$ cat config.mk
export PLATFORM = sky130hd
export DESIGN_NAME = mem_port_arbiter
export DESIGN_NICKNAME = d
export VERILOG_FILES = /design/src/rtl/mem_port_arbiter.sv
export SDC_FILE = /design/constraint.sdc
export NUM_CORES = 1
export LEC_CHECK = 0
export CAP_MARGIN = 25
export CORE_UTILIZATION = 39
export CTS_CLUSTER_DIAMETER = 120
export DETAILED_ROUTE_END_ITERATION = 7
export PLACE_DENSITY = 0.77
export SLEW_MARGIN = 10
export SYNTH_ARGS = -nofsm -noshare
export SYNTH_HDL_FRONTEND = slang
export SYNTH_SLANG_ARGS = --single-unit
$ cat constraint.sdc
create_clock -name clk -period 1.9 [get_ports clk]
set_clock_uncertainty 0.05 [all_clocks]
set_input_delay 0.38 -clock clk [delete_from_list [all_inputs] [get_ports clk]]
set_output_delay 0.38 -clock clk [all_outputs]
set_load 0.02 [all_outputs]
$ cat src/rtl/mem_port_arbiter.sv
// mem_port_arbiter
//   Shares one main-memory port between the instruction-fetch requester
//   (read-only) and the data requester (read/write). Data has priority.
//   After STARVE_MAX consecutive data grants with fetch waiting, the next
//   grant goes to fetch. A grant is registered and held until mem_done.
//   A per-transaction timeout releases a hung port.
// Ports
//   clk, reset          rising-edge clock, asynchronous active-low reset
//   i_req/i_addr        fetch request (level) and address
//   i_rdata/i_done/i_err  fetched word (held), completion / timeout pulses
//   d_req/d_we/d_ctrl/d_addr/d_wdata  data request and attributes
//   d_rdata/d_done/d_err  read data (held), completion / timeout pulses
//   mem_*               registered memory port; mem_done/mem_data_out back
//   busy                high while a transaction is outstanding
//   timeout_err         sticky timeout flag, cleared only by reset
module mem_port_arbiter #(
  parameter int unsigned          ADDR_W      = 32,
  parameter int unsigned          DATA_W      = 32,
  parameter int unsigned          CTRL_W      = 3,
  parameter logic [CTRL_W-1:0]    CTRL_WORD   = CTRL_W'(2),
  parameter int unsigned          STARVE_MAX  = 4,
  parameter int unsigned          TIMEOUT_CYC = 255
) (
  input  logic              clk,
  input  logic              reset,
  input  logic              i_req,
  input  logic [ADDR_W-1:0] i_addr,
  output logic [DATA_W-1:0] i_rdata,
  output logic              i_done,
  output logic              i_err,
  input  logic              d_req,
  input  logic              d_we,
  input  logic [CTRL_W-1:0] d_ctrl,
  input  logic [ADDR_W-1:0] d_addr,
  input  logic [DATA_W-1:0] d_wdata,
  output logic [DATA_W-1:0] d_rdata,
  output logic              d_done,
  output logic              d_err,
  output logic              mem_enable,
  output logic              mem_write_en,
  output logic [CTRL_W-1:0] mem_ctrl,
  output logic [ADDR_W-1:0] mem_addr,
  output logic [DATA_W-1:0] mem_data_in,
  input  logic [DATA_W-1:0] mem_data_out,
  input  logic              mem_done,
  output logic              busy,
  output logic              timeout_err
);

  typedef enum logic [1:0] {
    IDLE   = 2'd0,
    BUSY_I = 2'd1,
    BUSY_D = 2'd2
  } state_e;

  state_e              state_q;
  logic [3:0]          starve_q;
  logic [15:0]         tmo_q;
  logic                mem_enable_q;
  logic                mem_write_en_q;
  logic [CTRL_W-1:0]   mem_ctrl_q;
  logic [ADDR_W-1:0]   mem_addr_q;
  logic [DATA_W-1:0]   mem_data_in_q;
  logic [DATA_W-1:0]   i_rdata_q;
  logic [DATA_W-1:0]   d_rdata_q;
  logic                i_done_q;
  logic                i_err_q;
  logic                d_done_q;
  logic                d_err_q;
  logic                busy_q;
  logic                timeout_err_q;

  logic                grant_i_d;
  logic                grant_d_d;
  logic                starved_d;
  logic                tmo_hit_d;

  // Data wins unless fetch has waited through STARVE_MAX data grants.
  always_comb begin
    starved_d = (starve_q == 4'(STARVE_MAX));
    grant_d_d = d_req && !(i_req && starved_d);
    grant_i_d = i_req && !grant_d_d;
    // Abort on the BUSY cycle that would bring the count to TIMEOUT_CYC,
    // so enable is high for exactly TIMEOUT_CYC cycles.
    tmo_hit_d = (tmo_q == 16'(TIMEOUT_CYC - 1));
  end

  always_ff @(posedge clk or negedge reset) begin
    if (!reset) begin
      state_q        <= IDLE;
      starve_q       <= '0;
      tmo_q          <= '0;
      mem_enable_q   <= 1'b0;
      mem_write_en_q <= 1'b0;
      mem_ctrl_q     <= '0;
      mem_addr_q     <= '0;
      mem_data_in_q  <= '0;
      i_rdata_q      <= '0;
      d_rdata_q      <= '0;
      i_done_q       <= 1'b0;
      i_err_q        <= 1'b0;
      d_done_q       <= 1'b0;
      d_err_q        <= 1'b0;
      busy_q         <= 1'b0;
      timeout_err_q  <= 1'b0;
    end else begin
      i_done_q <= 1'b0;
      i_err_q  <= 1'b0;
      d_done_q <= 1'b0;
      d_err_q  <= 1'b0;
      case (state_q)
        IDLE: begin
          if (grant_i_d) begin
            state_q        <= BUSY_I;
            mem_enable_q   <= 1'b1;
            mem_write_en_q <= 1'b0;
            mem_ctrl_q     <= CTRL_WORD;
            mem_addr_q     <= i_addr;
            mem_data_in_q  <= '0;
            busy_q         <= 1'b1;
            tmo_q          <= '0;
            starve_q       <= '0;
          end else if (grant_d_d) begin
            state_q        <= BUSY_D;
            mem_enable_q   <= 1'b1;
            mem_write_en_q <= d_we;
            mem_ctrl_q     <= d_ctrl;
            mem_addr_q     <= d_addr;
            mem_data_in_q  <= d_wdata;
            busy_q         <= 1'b1;
            tmo_q          <= '0;
            if (i_req && !starved_d) begin
              starve_q <= starve_q + 4'd1;
            end
          end else begin
            // No grant implies i_req is low.
            starve_q <= '0;
          end
        end
        BUSY_I, BUSY_D: begin
          if (mem_done) begin
            state_q        <= IDLE;
            mem_enable_q   <= 1'b0;
            mem_write_en_q <= 1'b0;
            busy_q         <= 1'b0;
            if (state_q == BUSY_I) begin
              i_rdata_q <= mem_data_out;
              i_done_q  <= 1'b1;
            end else begin
              if (!mem_write_en_q) begin
                d_rdata_q <= mem_data_out;
              end
              d_done_q <= 1'b1;
            end
          end else if (tmo_hit_d) begin
            state_q        <= IDLE;
            mem_enable_q   <= 1'b0;
            mem_write_en_q <= 1'b0;
            busy_q         <= 1'b0;
            timeout_err_q  <= 1'b1;
            if (state_q == BUSY_I) begin
              i_err_q <= 1'b1;
            end else begin
              d_err_q <= 1'b1;
            end
          end else begin
            tmo_q <= tmo_q + 16'd1;
          end
        end
        default: state_q <= IDLE;
      endcase
    end
  end

  assign mem_enable   = mem_enable_q;
  assign mem_write_en = mem_write_en_q;
  assign mem_ctrl     = mem_ctrl_q;
  assign mem_addr     = mem_addr_q;
  assign mem_data_in  = mem_data_in_q;
  assign i_rdata      = i_rdata_q;
  assign d_rdata      = d_rdata_q;
  assign i_done       = i_done_q;
  assign i_err        = i_err_q;
  assign d_done       = d_done_q;
  assign d_err        = d_err_q;
  assign busy         = busy_q;
  assign timeout_err  = timeout_err_q;

endmodule
==> metrics.md <==
| Metric | Value |
|---|---|
| Met1 usage | 27.0% |
| M3 GR Usage | 4.41% |
| Grt total ovfl | 0 |
| Worst-case clock buffer depth | 2 |
| Critical path class | reg -> reg |
| CTS tree | yes |
| Post-Syn Nets | 748 |
| Die width | 135 µm |
| Seq cells post-synth | 160 |
| Area Overhead vs Synth | 63.3% |
| Post-synth EDFFs | 0 |
| Post-route ant nets | 0 |
| Post-DP HPWL | 13,700 µm |
| Clock Sinks | 160 |
| Post-route insts no fill | 1,157 |
| Starting Density | 40.1% |
| Final setup fails | 15 |
| Reg clk slew, reported paths | 0.07 ns |
| Placed cell count | 1,116 |
| M2 GR Usage | 36.4% |
| Setup TNS | -0.115 ns |
| Violated checks | setup timing |
| Vias in the first global route | 5,941 |
| Largest net degree at the start of global routing | 52 |
| Status | finished, violations left |
| RSZ-0062 raised after global routing | true |
| Top cell type's share of synthesized area | 57.8% |
| Avg Synthesized Cell Area | 11.5 µm² |
| Crit path cell chain | inv_2 > ha_4 > or4b_4 > nor4_4 > buf_6 > o21ai_2 > a21o_1 |
| Slowest cell on crit path | or4b_4 |
| Register area share after synthesis | 57.8% |
| Least-Margin Pin Slew | 0.494 ns |
| Relative slew slack | 66.7% |
| Drt wl/cell | 17.6 µm |
| Initial antenna violation count | 0 |
| Hold Vio Cnt, Final | 0 |
| Worst VDD drop | 0.858 mV |
| Largest area contributor in the netlist | dfrtp_1 |
| Worst setup EP type | flop |
| Crit path DAT | 2.19 ns |
| CP required | 2.17 ns |
| DIE HEIGHT | 135 µm |
| Remaining DRCs | 0 |
| DRT iter0 DRCs | 440 |
| Buf/Inv on CP | 2 |
| HP Class | in -> async |
| GRT busiest layer | met2 |
| Max Cap Viol | 0 |
| Fin crit period | 1.93 ns |
| Final net count | 1,062 |
| PnR worst setup slack | -0.0274 ns |
| RD Place Congestion | 0.878 |
| Core Region | 17,300 µm² |
| I/O pin cnt | 276 |
| Pleak | 5.02 nW |
| Yosys cell types | 50 |
| Final period util | 101% |
| DR pass1 iterations | 5 |
| PwrDens | 1790 nW/µm² |
| Most used DFF post-synth | dfrtp_1 |
| Via density | 5.23 |
| First-pass GRT wire length | 30,700 µm |
| Startpoint Class | flop |
| Slew Limit Fails | 0 |
| Share of cells above drive strength 1 | 20.1% |
| DIE AREA | 18,300 µm² |
| Mapped Area | 6930 µm² |
| Cell count after synthesis | 605 |
| Synth area leaders | dfrtp_1 58%, mux2_2 10%, nand2_1 5.6% |
| Root buf cell | clkbuf_16 |
| Row cnt | 48 |
| Global-route usage over all layers | 21.6% |
| Asr flop ratio synth | 100% |
| Yosys warns | 0 |
| Ant. Diodes | 0 |
| Routed wire length | 20,300 µm |
| CTS H-tree lvls | 4 |
| Inserted Clock Buffers | 17 |
| Worst skew pair latency | 0.42 ns |
| Via total after detailed routing | 6,047 |
| Crit Path Max Fanout | 4 |
| Fmax | 519 MHz |
| Crit-path leading delay family | simple AND/OR/NAND/NOR gates |
| Critical Path Max Stage Delay | 0.47 ns |
| Fill count | 1,328 |
| IO Port Bufs | 275 |
cell families after synthesis:
group           Yosys count  share of synthesized area, %
simple gates            217                          16.0
flops                   160                          57.8
compound gates          106                          11.3
mux                      65                          10.5
buf+inv                  51                          3.30
fa+ha+maj                 6                          1.08
Yosys cell counts, types with 2 or more instances:
library cell  number
a21o_1             2
a21oi_1            6
a221o_1           36
and3_1            33
and3b_1            2
and4_1             3
buf_1              5
buf_2              9
buf_6              3
clkbuf_1          22
dfrtp_1          160
ha_1               6
inv_1             11
mux2_1             2
mux2_2            62
nand2_1          103
nand2b_1           5
nand3_1           10
nand3b_1           3
nand4_1           10
nor2_1            14
nor3_1            11
nor4_1            10
o211ai_1           5
o21ai_0           42
o21ai_1            4
o2bb2ai_1          2
or3b_2             2
timing repair:
item                                    CTS  global route
hold endpoints to repair                 29             0
gates cloned                              0             3
endpoints found under the setup margin   13            88
setup buffers                             0             5
pin swaps                                 0             7
hold buffers                              1             0
resized for setup                         4            55
routing by layer:
| layer | wire, µm | share of wire, % |
|---|---|---|
| met4 | 461 | 2.3 |
| met2 | 10300 | 51 |
| met1 | 8500 | 42 |
| met5 | 0 | 0 |
| met3 | 1050 | 5.1 |
state kept, by name, indices dropped and copies added (netlist names):
name	cells
mem_addr	32
mem_write_en	1
timeout_err	1
d_done	1
state_q	2
mem_ctrl	3
i_err	1
i_done	1
d_rdata	32
d_err	1
busy	1
tmo_q	16
starve_q	4
mem_data_in	32
i_rdata	32
final cells by class:
cell class	count	area [µm²]	share of cell area (%)
Clock inverter	12	178	1.57
Clock buffer	20	467	4.13
Tap cell	225	282	2.49
Sequential cell	160	4000	35.4
Inverter	11	41.3	0.365
Timing Repair Buffer	335	3410	30.2
Multi-Input combinational cell	394	2930	25.9
power by group:
group,internal (mW),switching (mW)
registers,4.95,0.932
clock network,2.31,1.39
logic,5.49,5.12
cells in the final DEF, fill, tap and decap left out, types with 4 or more instances in the layout:
| cell | n |
|---|---|
| a21oi_1 | 6 |
| a221o_1 | 36 |
| and3_1 | 33 |
| buf_12 | 11 |
| buf_4 | 40 |
| buf_6 | 6 |
| bufinv_16 | 4 |
| clkbuf_16 | 19 |
| clkdlybuf4s50_1 | 270 |
| dfrtp_1 | 160 |
| inv_1 | 8 |
| mux2_2 | 39 |
| mux2_4 | 25 |
| nand2_1 | 101 |
| nand2b_1 | 5 |
| nand3_1 | 10 |
| nand4_1 | 10 |
| nor2_1 | 12 |
| nor3_1 | 10 |
| nor4_1 | 7 |
| o211ai_1 | 5 |
| o21ai_0 | 42 |
final timing paths:
kind,from,end,slack (ns),cells past startpoint
max reg2reg,tmo_q[0]$_DFFE_PN0P_,mem_write_en$_DFFE_PN0P_,-0.03,7
min,reset,mem_data_in[30]$_DFFE_PN0P_,0.37,2
max,tmo_q[0]$_DFFE_PN0P_,mem_write_en$_DFFE_PN0P_,-0.03,7
max in group asynchronous,reset,mem_data_in[18]$_DFFE_PN0P_,0.80,3
min reg2reg,timeout_err$_DFFE_PN0P_,timeout_err$_DFFE_PN0P_,0.42,1
min in group clk,timeout_err$_DFFE_PN0P_,timeout_err$_DFFE_PN0P_,0.42,1
through the flow:
step	util [%]	power (mW)	setup WS [ns]	hold slack [ns]	instance area [µm²]
finish	65.4	20.2	-0.0274	0.374	11300
global route	65.4	21.2	-0.0705	0.384	11300
CTS	63.6	19.6	-0.00201	0.374	11000
detailed placement	59.7	15.8	-0.292	0.253	10300
global placement	59.7	15.5	-0.258	0.249	10300
floorplan	-	10.9	0.0170	0.0344	6940
(Power assumes the default switching activity.)
==> RTL edit 1, RTL diff (config.mk and constraints unchanged) <==
Encoding of `state_e`: now one-hot (3 bits for 3 states).
--- a/src/rtl/mem_port_arbiter.sv
+++ b/src/rtl/mem_port_arbiter.sv
@@ -47,10 +47,10 @@
   output logic              timeout_err
 );
 
-  typedef enum logic [1:0] {
-    IDLE   = 2'd0,
-    BUSY_I = 2'd1,
-    BUSY_D = 2'd2
+  typedef enum logic [2:0] {
+    IDLE   = 3'b001,
+    BUSY_I = 3'b010,
+    BUSY_D = 3'b100
   } state_e;
 
   state_e              state_q;
Check against the original RTL: no difference found for any inputs over 4 cycles, from zero or initial values and one cycle with reset low; so few cycles prove little.
==> RTL edit 1 against the unedited design <==
The flow still finishes with violations (setup timing). Clock power fell by 7.0%. Non-clock buffer count grew 16. Cell area down 2.7%. First-iteration DRC count decreased by 32%. Worst setup slack gained 0.023 ns. Total power fell by 10%. Wire length grew 4.1%. Sequential share of layout area grew 1.2 points. Sequential cell count increased by 1. Area after synthesis fell by 4.8%. Critical endpoint is now mem_addr[12]. Largest cell class unchanged. Highest routed layer unchanged.
==> RTL edit 1: results (changes against the unedited design) <==
| Metric | Value |
|---|---|
| Residual DRC | `0 (unchanged)` |
| Post-synth top cells | `160 x dfrtp_1, 63 x mux2_2, 39 x inv_1` |
| Peak supply drop | `0.8068 mV (-5.9%)` |
| Power share of the combinational group | `0.495 (-0.030)` |
| Max stage delay on crit path | `0.55 ns (+0.08 ns)` |
| Hpwl dp | `14880 um (+8.4%)` |
| Final nets | `974 (-8.3%)` |
| Worst skew pair latency | `0.42 ns (about the same)` |
| Diode count | `0 (unchanged)` |
| Vias in the first global route | `5936 (-0.084%)` |
| Synthesized Nets | `634 (-15%)` |
| Area after DPL | `9998 um^2 (-3.2%)` |
| Met1 Track Usage GR | `0.2798 (+0.009635)` |
| Power Internal | `0.01130 W (-11%)` |
| CP Max Fanout | `9 (+5)` |
| Aggregate global-route resource usage | `0.2406 (+0.02486)` |
| Met2 Wirelength | `11110 um (+7.8%)` |
| Seq group | `0.00570 W (-3%)` |
| Fill count | `1175 (-12%)` |
| RePlAce Congestion | `0.8441 (-3.9%)` |
| WL met1 | `7900 um (-7.1%)` |
| Failing checks | `setup timing` |
| Worst Hold Depth | `1` |
| TritonCTS Buffers | `17 (unchanged)` |
| CTS-repair resized insts | `9 (+5)` |
| Share of cells above drive strength 1 | `0.2494 (+0.04877)` |
| Via count | `5701 (-5.7%)` |
| Sequential element share of the synthesized area | `0.6112 (+0.03337)` |
| CP max stage cell | `dfstp_2` |
| Final setup violation count | `1 (-14)` |
| Top Consumer | `combinational logic` |
| Hold Crit Start | `timeout_err` |
| Mean routed wirelength per cell | `19.85 um (+13%)` |
| Pin count of the biggest net entering global routing | `56 (+7.7%)` |
| DR WL met3 | `1396 um (+34%)` |
| Worst r2r src | `state_q[0]` |
| HP Class | `flop to flop` |
| Pleak | `4.971 nW (-0.93%)` |
| Least-Margin Pin Slew | `0.5384 ns (+0.04421 ns)` |
| Setup_tns | `-0.004321 ns (+0.1103 ns)` |
| Status | `finished, violations left` |
| Met2 GRT Util | `0.4245 (+0.06035)` |
| Critical Path AT | `2.16 ns (-0.03 ns)` |
| Antenna-violating nets left | `0 (unchanged)` |
| Largest cells by area after synthesis | `dfrtp_1 61%, mux2_2 11%, a222oi_1 4.9%, a22o_1 4.5%, inv_1 2.2%` |
| Switching Share | `0.3755 (+0.007037)` |
| R2R depth | `7 (unchanged)` |
| First-pass GRT wire length | `32340 um (+5.4%)` |
| Pre-CTS setup slack | `-0.4301 ns (-0.1382 ns)` |
| Reg2reg end | `mem_addr[12]` |
| Htree depth | `4 (unchanged)` |
| Met3 usage | `0.05613 (+0.01199)` |
| Synth cell types | `57 (+14%)` |
| Worst Slack Setup Final | `-0.004321 ns (+0.02303 ns)` |
| DR top layer | `met4` |
| Final Hold Viols | `0 (unchanged)` |
| YS warnings | `0 (unchanged)` |
| DR iter-0 viols | `298 (-32%)` |
[RTL edit 1: worst max-delay path by stage]
stage                     slack, ns      startpoint  cells after the start              end
after floorplan                0.11      state_q[0]                      6     mem_addr[22]
after global placement        -0.31           i_req                      6  mem_data_in[18]
after detailed placement      -0.43           d_req                      5  mem_data_in[11]
after CTS                     0.003  mem_data_in[9]                      1   mem_data_in[9]
after global routing          -0.11      state_q[0]                      7     mem_addr[30]
final                        -0.004      state_q[0]                      7     mem_addr[12]
[RTL edit 1: stage by stage]
step                hold WS, ns  utilization  std cells
finish                   0.4316       0.6663       1066
floorplan               0.03441            -        493
detailed placement       0.3277       0.6051       1014
CTS                      0.4380       0.6431       1049
global placement         0.3186       0.6051       1014
global route             0.4690       0.6663       1066
[RTL edit 1: kinds of logic after synthesis]
group | after synthesis | share of synthesized area
AO/OA/AOI/OAI | 119 | 0.1499
flip-flops | 161 | 0.6112
buffers and inverters | 74 | 0.05484
multiplexers | 65 | 0.1110
adder cells (fa/ha/maj) | 4 | 0.007590
XOR/XNOR | 1 | 0.001329
AND/OR/NAND/NOR | 69 | 0.06414
[RTL edit 1: worst max-delay path, delay by kind of cell, from the launching register on]
family                 cells  cell delay [ns]
DFF                        1             0.55
AOI/OAI and AO/OA          2             0.53
buffers and inverters      4             0.43
and+or+nand+nor            1             0.22
[RTL edit 1: area by class of cell]
type | instances | share of cell area
Clock buffer | 17 | 0.03864
Clock inverter | 15 | 0.01545
Timing Repair Buffer | 351 | 0.3217
Inverter | 41 | 0.01420
Tap cell | 220 | 0.02500
Sequential cell | 161 | 0.3660
Multi-Input combinational cell | 261 | 0.2190
==> RTL edit 2, RTL diff (same flow settings) <==
Made on the original files. `ADDR_W`: 32 -> 24.
--- a/src/rtl/mem_port_arbiter.sv
+++ b/src/rtl/mem_port_arbiter.sv
@@ -14,7 +14,7 @@
 //   busy                high while a transaction is outstanding
 //   timeout_err         sticky timeout flag, cleared only by reset
 module mem_port_arbiter #(
-  parameter int unsigned          ADDR_W      = 32,
+  parameter int unsigned          ADDR_W      = 24,
   parameter int unsigned          DATA_W      = 32,
   parameter int unsigned          CTRL_W      = 3,
   parameter logic [CTRL_W-1:0]    CTRL_WORD   = CTRL_W'(2),
Ports: changed (resized d_addr, i_addr and mem_addr); port bits go from 276 to 252. The function was not compared with the original's and may differ.
==> RTL edit 2 against the unedited design <==
The run still ends with setup timing left. Critical path depth did not move. Sequential cell count fell by 8. Total power is 11% lower. Wire length decreased by 9.1%. Core utilization down 0.43 points. Area after synthesis is 7.6% lower. Worst setup slack lost 0.042 ns. Clock power down 9.2%. Sequential power shrank 6.3%. Global-route usage is 0.27 points higher. Hold slack gained 0.054 ns. Cell area down 8.4%. First-iteration DRC count decreased by 47%. Die area shrank 7.5%. Largest cell class unchanged.
==> RTL edit 2: results (changes against the unedited design) <==
| Metric | Value |
|---|---|
| Final nets | `971 (-8.6%)` |
| Slew HR | `0.6479 (-0.01915)` |
| Worst skew pair latency | `0.41 ns` |
| Aggregate global-route resource usage | `0.2184 (+0.002688)` |
| Final wirelength | `18460 um (-9.1%)` |
| Initial antenna violation count | `0 (unchanged)` |
| Hpwl dp | `13230 um (-3.6%)` |
| Diode count | `0 (unchanged)` |
| Via count | `5493 (-9.2%)` |
| First-pass GRT wire length | `28320 um (-7.7%)` |
| DR pass1 iterations | `4 (-1)` |
| Startpoint types | `flop` |
| Fill count | `1214 (-8.6%)` |
| R2R depth | `7 (unchanged)` |
| CP Max Fanout | `8 (+4)` |
| Root Buffer | `clkbuf_16` |
| Worst Slack Setup Final | `-0.06922 ns (-0.04187 ns)` |
| Pleak | `4.529 nW (-9.7%)` |
| Worst r2r src | `tmo_q[14]` |
| Share of cells above drive strength 1 | `0.2301 (+0.02950)` |
| Synthesized Nets | `676 (-9.6%)` |
| Critical Path AT | `2.26 ns (+0.07 ns)` |
| RePlAce Congestion | `0.8842 (+0.72%)` |
| Clk slew on worst S/H paths | `0.06 ns` |
| Htree depth | `4 (unchanged)` |
| Number of I/O port buffers | `251 (-8.7%)` |
| HP Class | `primary input to asynchronous set/reset pin` |
| Pin count of the biggest net entering global routing | `48 (-7.7%)` |
| Reg2reg end | `tmo_q[7]` |
| Peak supply drop | `0.7709 mV (-10%)` |
| Largest cells by area after synthesis | `dfrtp_1 59%, mux2_2 11%, nand2_1 5.3%, o21ai_0 3.8%, a221o_1 3.6%` |
| Switching pwr | `0.006774 W (-9.0%)` |
| Status | `finished, violations left` |
| Post-synth top cells | `152 x dfrtp_1, 90 x nand2_1, 65 x mux2_2` |
| DR iter-0 viols | `234 (-47%)` |
| CTS Buffer Depth | `2 (unchanged)` |
| Final setup violation count | `17 (+2)` |
| TritonCTS Buffers | `17 (unchanged)` |
| Failing checks | `setup timing` |
| Post-synthesis async set-or-reset flop share | `1.000 (unchanged)` |
| Pre-CTS setup slack | `-0.2808 ns (+0.01106 ns)` |
| YS warnings | `0 (unchanged)` |
| Synth cell types | `50 (unchanged)` |
| Vias in the first global route | `5672 (-4.5%)` |
| Sequential element share of the synthesized area | `0.5943 (+0.01650)` |
==> RTL edit 2: area by class of cell <==
| class | count | area (um^2) | share of cell area |
|---|---|---|---|
| Inverter | 15 | 60.06 | 0.005799 |
| Clock buffer | 17 | 425.4 | 0.04107 |
| Multi-Input combinational cell | 347 | 2514 | 0.2427 |
| Clock inverter | 14 | 163.9 | 0.01583 |
| Sequential cell | 152 | 3804 | 0.3672 |
| Timing Repair Buffer | 311 | 3120 | 0.3013 |
| Tap cell | 216 | 270.3 | 0.02609 |
==> RTL edit 2: worst max path at each step <==
stage / endpoint / slack (ns)
after floorplan: tmo_q[8] / -0.09
after global placement: tmo_q[15] / -0.25
after detailed placement: tmo_q[12] / -0.28
after CTS: tmo_q[13] / -0.03
after global routing: tmo_q[13] / -0.13
final: tmo_q[7] / -0.07
==> RTL edit 2: power groups by stage <==
stage | Combinational [W] | Sequential, W | Clock, W
finish | 0.00918 | 0.00551 | 0.00336
global route | 0.00975 | 0.00569 | 0.00357
CTS | 0.00912 | 0.00552 | 0.00344
detailed placement | 0.00888 | 0.00553 | 0
global placement | 0.00863 | 0.00545 | 0
floorplan | 0.00295 | 0.00706 | 0
==> RTL edit 2: metrics by stage <==
stage          instances  setup TNS [ns]  instance area [um^2]  utilization  hold slack [ns]
6_report            1072         -0.7004                 10360       0.6497           0.4289
5_1_grt             1072          -1.884                 10360       0.6497           0.4547
4_1_cts             1069         -0.1317                 10280       0.6446           0.4342
3_5_place_dp        1029          -15.26                  9562       0.5997           0.2971
3_3_place_gp        1029          -12.09                  9562       0.5997           0.2897
2_1_floorplan        549          -1.373                  6437            -          0.03441
==> RTL edit 2: timing repair <==
action                     4_1_cts  5_1_grt
setup buffers                    8        3
setup endpoints to repair       51       26
hold buffers                     1        0
gates resized for setup         17       17
hold endpoints to repair        44        0
pin swaps                        5       10
==> RTL edit 2: kinds of logic after synthesis <==
kind of cell,share of synthesized area
AO/OA/AOI/OAI,0.1093
AND/OR/NAND/NOR,0.1363
adder cells (fa/ha/maj),0.01173
buffers and inverters,0.03402
multiplexers,0.1144
flip-flops,0.5943
==> RTL edit 2: critical path, cell delays in order (launching register included) <==
cell and delay [ns]:
dfrtp_1 0.38, or4_4 0.55, nor4_4 0.27, buf_6 0.18, a21o_4 0.16, buf_6 0.14
nand2_1 0.07, nand3_1 0.09
==> RTL edit 2: routing by layer <==
metal,global-route usage,up-vias,part of all wire
li1,-,2542,-
met1,0.2477,2657,0.39
met2,0.3867,253,0.52
met3,0.05535,41,0.067
met4,0.09850,0,0.027
met5,0,-,0
